<file path="src/rtl/branch_hazard_ctrl.sv">
// ============================================================================
// branch_hazard_ctrl
// ID-stage branch hazard sequencer: stalls for unforwardable operands, then
// resolves the branch and keeps saturating taken/stall statistics.
// Revision: 1.0
// ============================================================================
`default_nettype none

module branch_hazard_ctrl #(
  parameter int CNT_W          = 16,
  parameter bit FLUSH_ON_TAKEN = 1'b1
) (
  input  logic             clk,
  input  logic             rst,
  input  logic [3:0]       id_branch,
  input  logic [4:0]       id_rs,
  input  logic [4:0]       id_rt,
  input  logic             ex_regwrite,
  input  logic             ex_memread,
  input  logic [4:0]       ex_rd,
  input  logic             mem_memread,
  input  logic [4:0]       mem_rd,
  input  logic             meet,
  input  logic             hold,
  input  logic             kill,
  output logic             pc_stall,
  output logic             ifid_stall,
  output logic             idex_bubble,
  output logic             ifid_flush,
  output logic             pc_sel_branch,
  output logic             busy,
  output logic [CNT_W-1:0] taken_cnt,
  output logic [CNT_W-1:0] stall_cnt
);

  typedef enum logic [1:0] {
    S_IDLE    = 2'd0,
    S_STALL   = 2'd1,
    S_RESOLVE = 2'd2
  } state_e;

  state_e           state_q, state_d;
  logic [1:0]       stall_left_q, stall_left_d;
  logic [CNT_W-1:0] taken_q, taken_d;
  logic [CNT_W-1:0] stall_q, stall_d;

  logic       valid_br_w;
  logic       use_rt_w;
  logic       ex_hit_w;
  logic       mem_hit_w;
  logic [1:0] need_w;

  logic pc_stall_w, ifid_stall_w, bubble_w, flush_w, sel_w;

  always_comb begin
    case (id_branch)
      4'b0001, 4'b0011, 4'b0101, 4'b0111, 4'b1001, 4'b1011: valid_br_w = 1'b1;
      default:                                              valid_br_w = 1'b0;
    endcase
  end

  assign use_rt_w  = (id_branch == 4'b0001) || (id_branch == 4'b0011);

  // Register 0 is hardwired, so a zero source never waits on anything.
  assign ex_hit_w  = ((id_rs != 5'd0) && (ex_rd == id_rs)) ||
                     (use_rt_w && (id_rt != 5'd0) && (ex_rd == id_rt));
  assign mem_hit_w = ((id_rs != 5'd0) && (mem_rd == id_rs)) ||
                     (use_rt_w && (id_rt != 5'd0) && (mem_rd == id_rt));

  always_comb begin
    if (ex_memread && ex_hit_w)
      need_w = 2'd2;
    else if ((ex_regwrite && ex_hit_w) || (mem_memread && mem_hit_w))
      need_w = 2'd1;
    else
      need_w = 2'd0;
  end

  always_comb begin
    state_d      = state_q;
    stall_left_d = stall_left_q;
    taken_d      = taken_q;
    stall_d      = stall_q;
    pc_stall_w   = 1'b0;
    ifid_stall_w = 1'b0;
    bubble_w     = 1'b0;
    flush_w      = 1'b0;
    sel_w        = 1'b0;

    if (kill) begin
      // Abort wins over freeze, but a concurrent memory wait still holds the front end.
      state_d      = S_IDLE;
      stall_left_d = 2'd0;
      pc_stall_w   = hold;
      ifid_stall_w = hold;
    end else if (hold) begin
      pc_stall_w   = 1'b1;
      ifid_stall_w = 1'b1;
    end else begin
      case (state_q)
        S_IDLE: begin
          if (valid_br_w) begin
            if (need_w == 2'd0) begin
              sel_w   = meet;
              flush_w = meet & FLUSH_ON_TAKEN;
            end else begin
              stall_left_d = need_w;
              state_d      = S_STALL;
              pc_stall_w   = 1'b1;
              ifid_stall_w = 1'b1;
              bubble_w     = 1'b1;
            end
          end
        end
        S_STALL: begin
          pc_stall_w   = 1'b1;
          ifid_stall_w = 1'b1;
          bubble_w     = 1'b1;
          stall_left_d = stall_left_q - 2'd1;
          stall_d      = (&stall_q) ? stall_q : stall_q + {{(CNT_W-1){1'b0}}, 1'b1};
          if (stall_left_q <= 2'd1)
            state_d = S_RESOLVE;
        end
        S_RESOLVE: begin
          sel_w   = meet;
          flush_w = meet & FLUSH_ON_TAKEN;
          state_d = S_IDLE;
        end
        default: state_d = S_IDLE;
      endcase
    end

    if (sel_w && !(&taken_q))
      taken_d = taken_q + {{(CNT_W-1){1'b0}}, 1'b1};
  end

  always_ff @(posedge clk) begin
    if (rst) begin
      state_q      <= S_IDLE;
      stall_left_q <= 2'd0;
      taken_q      <= '0;
      stall_q      <= '0;
    end else begin
      state_q      <= state_d;
      stall_left_q <= stall_left_d;
      taken_q      <= taken_d;
      stall_q      <= stall_d;
    end
  end

  // Outputs are forced quiet while reset is asserted so no redirect escapes.
  assign pc_stall      = pc_stall_w   & ~rst;
  assign ifid_stall    = ifid_stall_w & ~rst;
  assign idex_bubble   = bubble_w     & ~rst;
  assign ifid_flush    = flush_w      & ~rst;
  assign pc_sel_branch = sel_w        & ~rst;
  assign busy          = (state_q != S_IDLE) & ~rst;
  assign taken_cnt     = taken_q;
  assign stall_cnt     = stall_q;

endmodule

`default_nettype wire
</file>
<file path="config.mk">
export PLATFORM = sky130hd
export DESIGN_NAME = branch_hazard_ctrl
export DESIGN_NICKNAME = d
export VERILOG_FILES = /design/src/rtl/branch_hazard_ctrl.sv
export SDC_FILE = /design/constraint.sdc
export NUM_CORES = 1
export LEC_CHECK = 0
export CORE_MARGIN = 5
export CORE_UTILIZATION = 40
export DETAILED_ROUTE_END_ITERATION = 8
export DONT_BUFFER_PORTS = 1
export GPL_TIMING_DRIVEN = 0
export HOLD_SLACK_MARGIN = 0.08
export PLACE_DENSITY = 0.6
export RECOVER_POWER = 50
export SLEW_MARGIN = 5
export SYNTH_ARGS = -nofsm -noshare
export SYNTH_HDL_FRONTEND = slang
export SYNTH_SLANG_ARGS = --single-unit
</file>
<file path="constraint.sdc">
create_clock -name clk -period 3.2 [get_ports clk]
set_input_delay 0.16 -clock clk [delete_from_list [all_inputs] [get_ports clk]]
set_output_delay 0.16 -clock clk [all_outputs]
set_load 0.01 [all_outputs]
</file>
==> results of run 1 <==
-- power breakdown --
group | internal, mW | leakage [nW] | switching [mW]
sequential | 0.448 | 0.290 | 0.00115
clock | 0.231 | 0.0552 | 0.162
combinational | 0.0340 | 0.483 | 0.0436
total | 0.713 | 0.828 | 0.207
-- Yosys cell counts (5+ instances only) --
library cell	count
mux2_2	7
xnor2_1	18
and3_1	7
dfxtp_1	36
nor3_1	5
xor2_1	15
clkbuf_1	6
nor2b_1	12
a21oi_1	9
o21ai_0	5
nand2_1	18
nand4_1	9
nor2_1	43
nand3_1	12
-- metal layers --
| layer | GRT usage | up-vias | wire length [um] |
|---|---|---|---|
| met2 | 0.246 | 59 | 2480 |
| met1 | 0.191 | 890 | 2360 |
| met3 | 0.0634 | 7 | 557 |
| met4 | 0.0475 | 0 | 55 |
| met5 | 0 | - | 0 |
| li1 | - | 981 | - |
-- worst min-delay path: cells and delay by family --
family / cells / cell delay [ps]
multiplexers: 1 / 120
AND/OR/NAND/NOR: 1 / 70
AO/OA/AOI/OAI: 1 / 50
-- logic make-up (layout without fill, tap and decap cells) --
kind of cell / Yosys count / in the layout
muxes: 12 / 12
adders and majority gates: 3 / 3
AOI/OAI and AO/OA: 33 / 33
DFF: 36 / 36
and+or+nand+nor: 138 / 138
xor gates and xnor gates: 33 / 33
buffers and inverters: 17 / 26
-- metrics by stage --
step | area [sq um] | worst slack, ps
final | 2490 | 560
after CTS | 2500 | 613
after global routing | 2490 | 435
after detailed placement | 2380 | 661
after global placement | 2380 | 630
after floorplan | 2290 | 984
-- final timing paths --
path,start,endpoint,slack (ps),cells after the start
worst min-delay path,kill,stall_cnt[1]$_SDFFE_PP0P_,150,3
worst min register to register,stall_left_q[1]$_SDFFE_PP0P_,stall_left_q[1]$_SDFFE_PP0P_,490,2
worst max register to register,state_q[0]$_SDFFE_PP0P_,taken_cnt[6]$_SDFFE_PP0P_,560,5
worst max-delay path,id_rt[1],pc_sel_branch,560,8
-- registers in the layout, indices dropped and copies added, names as in the netlist --
| register | flops |
|---|---|
| state_q | 2 |
| stall_cnt | 16 |
| taken_cnt | 16 |
| stall_left_q | 2 |
-- cell type report --
cell class	count	area, sq um
buffer	13	66.3
clock buffer	6	72.6
clock inverter	2	35.0
fill	564	3050
inverter	4	15.0
multi-input combinational	219	1480
sequential	36	721
tap	72	90.1
timing repair buffer	1	10.0
-- repair_timing --
item                                   CTS  global route
endpoints found under the hold margin    2             0
hold buffers                             1             0
gates resized for setup                  0             0
==> summary.md, run 1 <==
| Metric | Value |
|---|---|
| Outcome | `completed` |
| Share of post-route cells with drive strength above 1 | `0.110` |
| Max incr delay on CP | `530 ps` |
| Worst Clk Skew | `approximately 6.1 ps` |
| Min Tclk post-route | `approximately 2600 ps` |
| CP max FO | `10` |
| Static Leakage | `about 0.83 nW` |
| Die W | `around 86 um` |
| First-pass GRT wire length | `between 9000 and 10,000 um` |
| Avg Cell Area, Syn | `8.43 sq um` |
| Number of synthesized flops with an enable pin | `0` |
| Critical Path RT | `3040 ps` |
| Total GRT Usage | `0.155` |
| WHS | `147 ps` |
| Flops & latches, synth | `36` |
| Critical-path cell list | `or4_1 > o21ai_0 > nor4_1 > o22ai_1 > a31oi_4 > buf_6 > nor3_1 > buf_4` |
| Async set or reset register ratio after synthesis | `0` |
| Post-route insts no fill | `between 300 and 400` |
| Initial DRC count | `between 80 and 90` |
| Fin util | `0.450` |
| Sequential element share of the synthesized area | `0.314` |
| Post-Synthesis Net Count | `approximately 310` |
| Row cnt | `27` |
| Synth Area in Compound Gates | `0.118` |
| Vias per cell | `about 5.5` |
| Final Slew Violations | `0` |
| Critical path endpoint category | `output pin` |
| Critical setup path kind | `input port to output pin` |
| Die ar. | `approximately 0.0073 sq mm` |
| Die height | `roughly 86 um` |
| Residual DRC | `0` |
| Largest net degree at the start of global routing | `12` |
| Initial antenna violation count | `0` |
| Post-synthesis xor/xnor area fraction | `0.126` |
| CTS tree | `yes` |
| Final WL | `between 5000 and 6000 um` |
| Core box area | `0.00554 sq mm` |
| Max-cap viol count | `0` |
| Worst Setup Start Kind | `input port` |
| Largest family of logic cells by synthesized area | `simple AND/OR/NAND/NOR gates` |
| Final #Nets | `around 320` |
| Synth Area in Adders | `0.0164` |
| # diodes | `0` |
| Worst Path Arrival | `2480 ps` |
| Cts bufs inserted | `5` |
| Crit-path leading delay family | `simple AND/OR/NAND/NOR gates` |
| CP bufs+invs | `2` |
| H-tree Lvls | `2` |
| PD cells | `between 300 and 400 mW/mm^2` |
| Clock transition at the registers of the reported paths | `70 ps` |
| Top cell type's share of synthesized area | `0.314` |
| Inst Count DP | `between 300 and 400` |
| 1st-pass router iterations | `4` |
| Clock root cell | `clkbuf_8` |
| Global route total overflow | `0` |
| Fmax | `~380 MHz` |
| Port buffer count | `0` |
| Boundary Pins | `70` |
| Synthesized area | `0.00229 sq mm` |
| Yosys warns | `0` |
| Most frequent cells in the layout | `43 x nor2_1, 36 x dfxtp_1, 18 x xnor2_1, 18 x nand2_1, 15 x xor2_1` |
| Primary FF master, synth | `dfxtp_1` |
| Hold crit path type | `input port to register` |
| Max-slew headroom | `0.539` |
| Unrepaired setup endpoints after global routing | `no` |
| Peak supply drop | `between 150 and 200 uV` |
| Most common cell after layout, fill and taps aside | `nor2_1` |
| Final setup viols | `0` |
| Mux share of post-synthesis cell area | `0.0584` |
| Estimated wirelength of the detail-placed design | `approximately 4200 um` |
| Post-synthesis cell count | `roughly 270` |
| Routed Antenna Nets | `0` |
| Worst-Margin Slew | `689 ps` |
| Cell variety after synth | `50` |
| Total power | `0.921 mW` |
| Number of global-route vias before repair | `1,866` |
| Simple-gate area share of the yosys netlist | `0.331` |
| Initial Util | `0.414` |
| P&R area growth vs syn | `8.79%` |
| Skew-Pair Late Insertion Delay | `about 280 ps` |
| DR WL/cell | `15.4 um` |
| Clock sinks | `36` |
| Final hold vios | `0` |
| Vias | `1,937` |
| Post-CTS setup buffers | `0` |
| Yosys top cell by area | `dfxtp_1` |
| Post-Route Setup TNS | `0 ps` |
| Crit-path slowest cell | `or4_1` |
| Clock tree buffer depth | `2` |
| Final period utilization | `0.825` |
| Top cells by area, synth | `dfxtp_1 31%, nor2_1 7.0%, xnor2_1 6.9%, xor2_1 5.7%, mux2_2 3.4%` |
| Gpl congestion | `0.813` |
(Power assumes the default switching activity.)
==> run 2: changes to the inputs <==
==> constraint.sdc (replaced) <==
create_clock -name clk -period 2.5 [get_ports clk]
set_input_delay 0.125 -clock clk [delete_from_list [all_inputs] [get_ports clk]]
set_output_delay 0.125 -clock clk [all_outputs]
set_load 0.01 [all_outputs]
==> run 2 against run 1 <==
Final area grew 2.2%; via count grew 1.4%; sequential power grew 28%; sequential share of layout area shrank 0.62 points; first-iteration DRC count grew 21%; highest routed layer unchanged.
==> summary.md, run 2 (synthesis results as in run 1) <==
| Metric | Value |
|---|---|
| Global route total overflow | `0 (unchanged)` |
| Largest net degree at the start of global routing | `12 (unchanged)` |
| Final period utilization | `0.968` |
| Outcome | `completed` |
| Estimated wirelength of the detail-placed design | `4230 um (unchanged)` |
| CP bufs+invs | `3 (+1)` |
| Clock root cell | `clkbuf_8` |
| Die ar. | `0.00734 sq mm (unchanged)` |
| Vias per cell | `5.50 (+0.26%)` |
| Cts bufs inserted | `5 (unchanged)` |
| 1st-pass router iterations | `4 (unchanged)` |
| Critical setup path kind | `register to output pin` |
| DR WL/cell | `15.5 um (+0.44%)` |
| Share of post-route cells with drive strength above 1 | `0.133 (+0.0230)` |
| Min Tclk post-route | `2420 ps` |
| Final WL | `5540 um (+1.6%)` |
| Core box area | `0.00554 sq mm (unchanged)` |
| Critical path endpoint category | `output pin` |
| Worst Clk Skew | `6.83 ps (+0.772 ps)` |
| Initial Util | `0.414 (unchanged)` |
| Vias | `1,964 (+1.4%)` |
| Placement Setup Slack | `-38.9 ps (-700 ps)` |
| Fmax | `413 MHz` |
| Die W | `85.7 um (unchanged)` |
| Initial DRC count | `103 (+21%)` |
| Post-Route Setup TNS | `0 ps (unchanged)` |
| CP max FO | `10 (unchanged)` |
| Row cnt | `27 (unchanged)` |
| Routed Antenna Nets | `0 (unchanged)` |
| H-tree Lvls | `2 (unchanged)` |
| Max-slew headroom | `0.599 (+0.0601)` |
| Fin util | `0.460 (+0.00994)` |
| Worst Path Arrival | `2290 ps (-190 ps)` |
| Critical-path cell list | `or4b_2 > clkbuf_1 > buf_2 > nor3_2 > buf_4` |
| Gpl congestion | `0.813 (unchanged)` |
| Die height | `85.7 um (unchanged)` |
| Total power | `1.18 mW (+28%)` |
| Max incr delay on CP | `690 ps (+160 ps)` |
| Final hold vios | `0 (unchanged)` |
| Clock tree buffer depth | `2 (unchanged)` |
| Clock sinks | `36 (unchanged)` |
| Post-route insts no fill | `357 (+1.1%)` |
| Worst-Margin Slew | `600 ps (-88.8 ps)` |
| Final setup viols | `0 (unchanged)` |
| Peak supply drop | `238 uV (+28%)` |
| Most common cell after layout, fill and taps aside | `nor2_1` |
| Skew-Pair Late Insertion Delay | `280 ps (about the same)` |
| Crit-path leading delay family | `simple AND/OR/NAND/NOR gates` |
| Clock transition at the registers of the reported paths | `70 ps (about the same)` |
| Initial antenna violation count | `0 (unchanged)` |
| # diodes | `0 (unchanged)` |
| Residual DRC | `0 (unchanged)` |
| Max-cap viol count | `0 (unchanged)` |
| Critical Path RT | `2380 ps (-660 ps)` |
| WHS | `178 ps (+31.5 ps)` |
| Final #Nets | `319 (+1.3%)` |
| Static Leakage | `0.851 nW (+2.7%)` |
| Post-route cell area | `0.00255 sq mm (+2.2%)` |
| Most frequent cells in the layout | `43 x nor2_1, 36 x dfxtp_1, 18 x xnor2_1, 18 x nand2_1, 15 x xor2_1` |
| Worst Setup Start Kind | `register` |
| Total GRT Usage | `0.155 (+0.000799)` |
| Placed Area | `0.00238 sq mm (unchanged)` |
| First-pass GRT wire length | `9330 um (+0.59%)` |
| Final Slew Violations | `0 (unchanged)` |
| Hold crit path type | `input port to register` |
| Number of global-route vias before repair | `1,881 (+0.80%)` |
| Boundary Pins | `70 (unchanged)` |
| CTS tree | `yes` |
| P&R area growth vs syn | `11.2%` |
| Inst Count DP | `344 (unchanged)` |
| Worst setup margin | `81.0 ps (-479 ps)` |
| Unrepaired setup endpoints after global routing | `yes` |
| PD cells | `464 mW/mm^2 (+26%)` |
| Port buffer count | `0 (unchanged)` |
| Crit-path slowest cell | `or4b_2` |
run 2: cell types whose count changed in the layout (fill, tap and decap cells not counted), sizes merged:
| cell | delta |
|---|---|
| clkbuf | -1 |
| buf | +5 |
run 2: worst paths after layout:
check | startpoint | end | slack [ps] | cells after the start
max | state_q[0]$_SDFFE_PP0P_ | pc_sel_branch | 80 | 5
min | hold | state_q[0]$_SDFFE_PP0P_ | 180 | 4
max reg2reg | state_q[0]$_SDFFE_PP0P_ | taken_cnt[6]$_SDFFE_PP0P_ | 120 | 5
min reg2reg | stall_left_q[0]$_SDFFE_PP0P_ | stall_left_q[0]$_SDFFE_PP0P_ | 490 | 1
run 2: power by group:
part	internal, mW	total [mW]	leakage (nW)	switching (mW)
Combinational	0.0442	0.101	0.506	0.0567
Clock	0.296	0.505	0.0552	0.209
Sequential	0.574	0.575	0.290	0.00153
Total	0.914	1.18	0.851	0.268
run 2: layer usage:
metal / vias up / wire length, um / part of all wire / GRT usage
met5: - / 0 / 0 / 0
li1: 991 / - / - / -
met2: 64 / 2580 / 0.47 / 0.250
met3: 7 / 593 / 0.11 / 0.0634
met1: 902 / 2310 / 0.42 / 0.190
met4: 0 / 55 / 0.0099 / 0.0475
run 2: worst reg2reg max path: stages (launching register included):
cell and delay [ps]:
dfxtp_1 370, or4b_2 690, clkbuf_1 230, a31oi_4 310, nor4b_1 310, mux2_2 370
run 2: layout make-up:
type                    count  area [sq um]
well taps                  72          90.1
clock inverters             2          35.0
inverters                   4          15.0
multi-input cells         219          1510
clock buffers               6          72.6
plain buffers              13          66.3
flip-flops and latches     36           721
fillers                   561          2990
repair buffers              5          40.0
run 2: what timing repair did:
| item | 4_1_cts | 5_1_grt |
|---|---|---|
| buffers inserted | 0 | 4 |
| pin swaps | 0 | 1 |
| resized for setup | 2 | 2 |
| endpoints found under the hold margin | 2 | 0 |
| endpoints found under the setup margin | 3 | 8 |
| hold buffers | 1 | 0 |
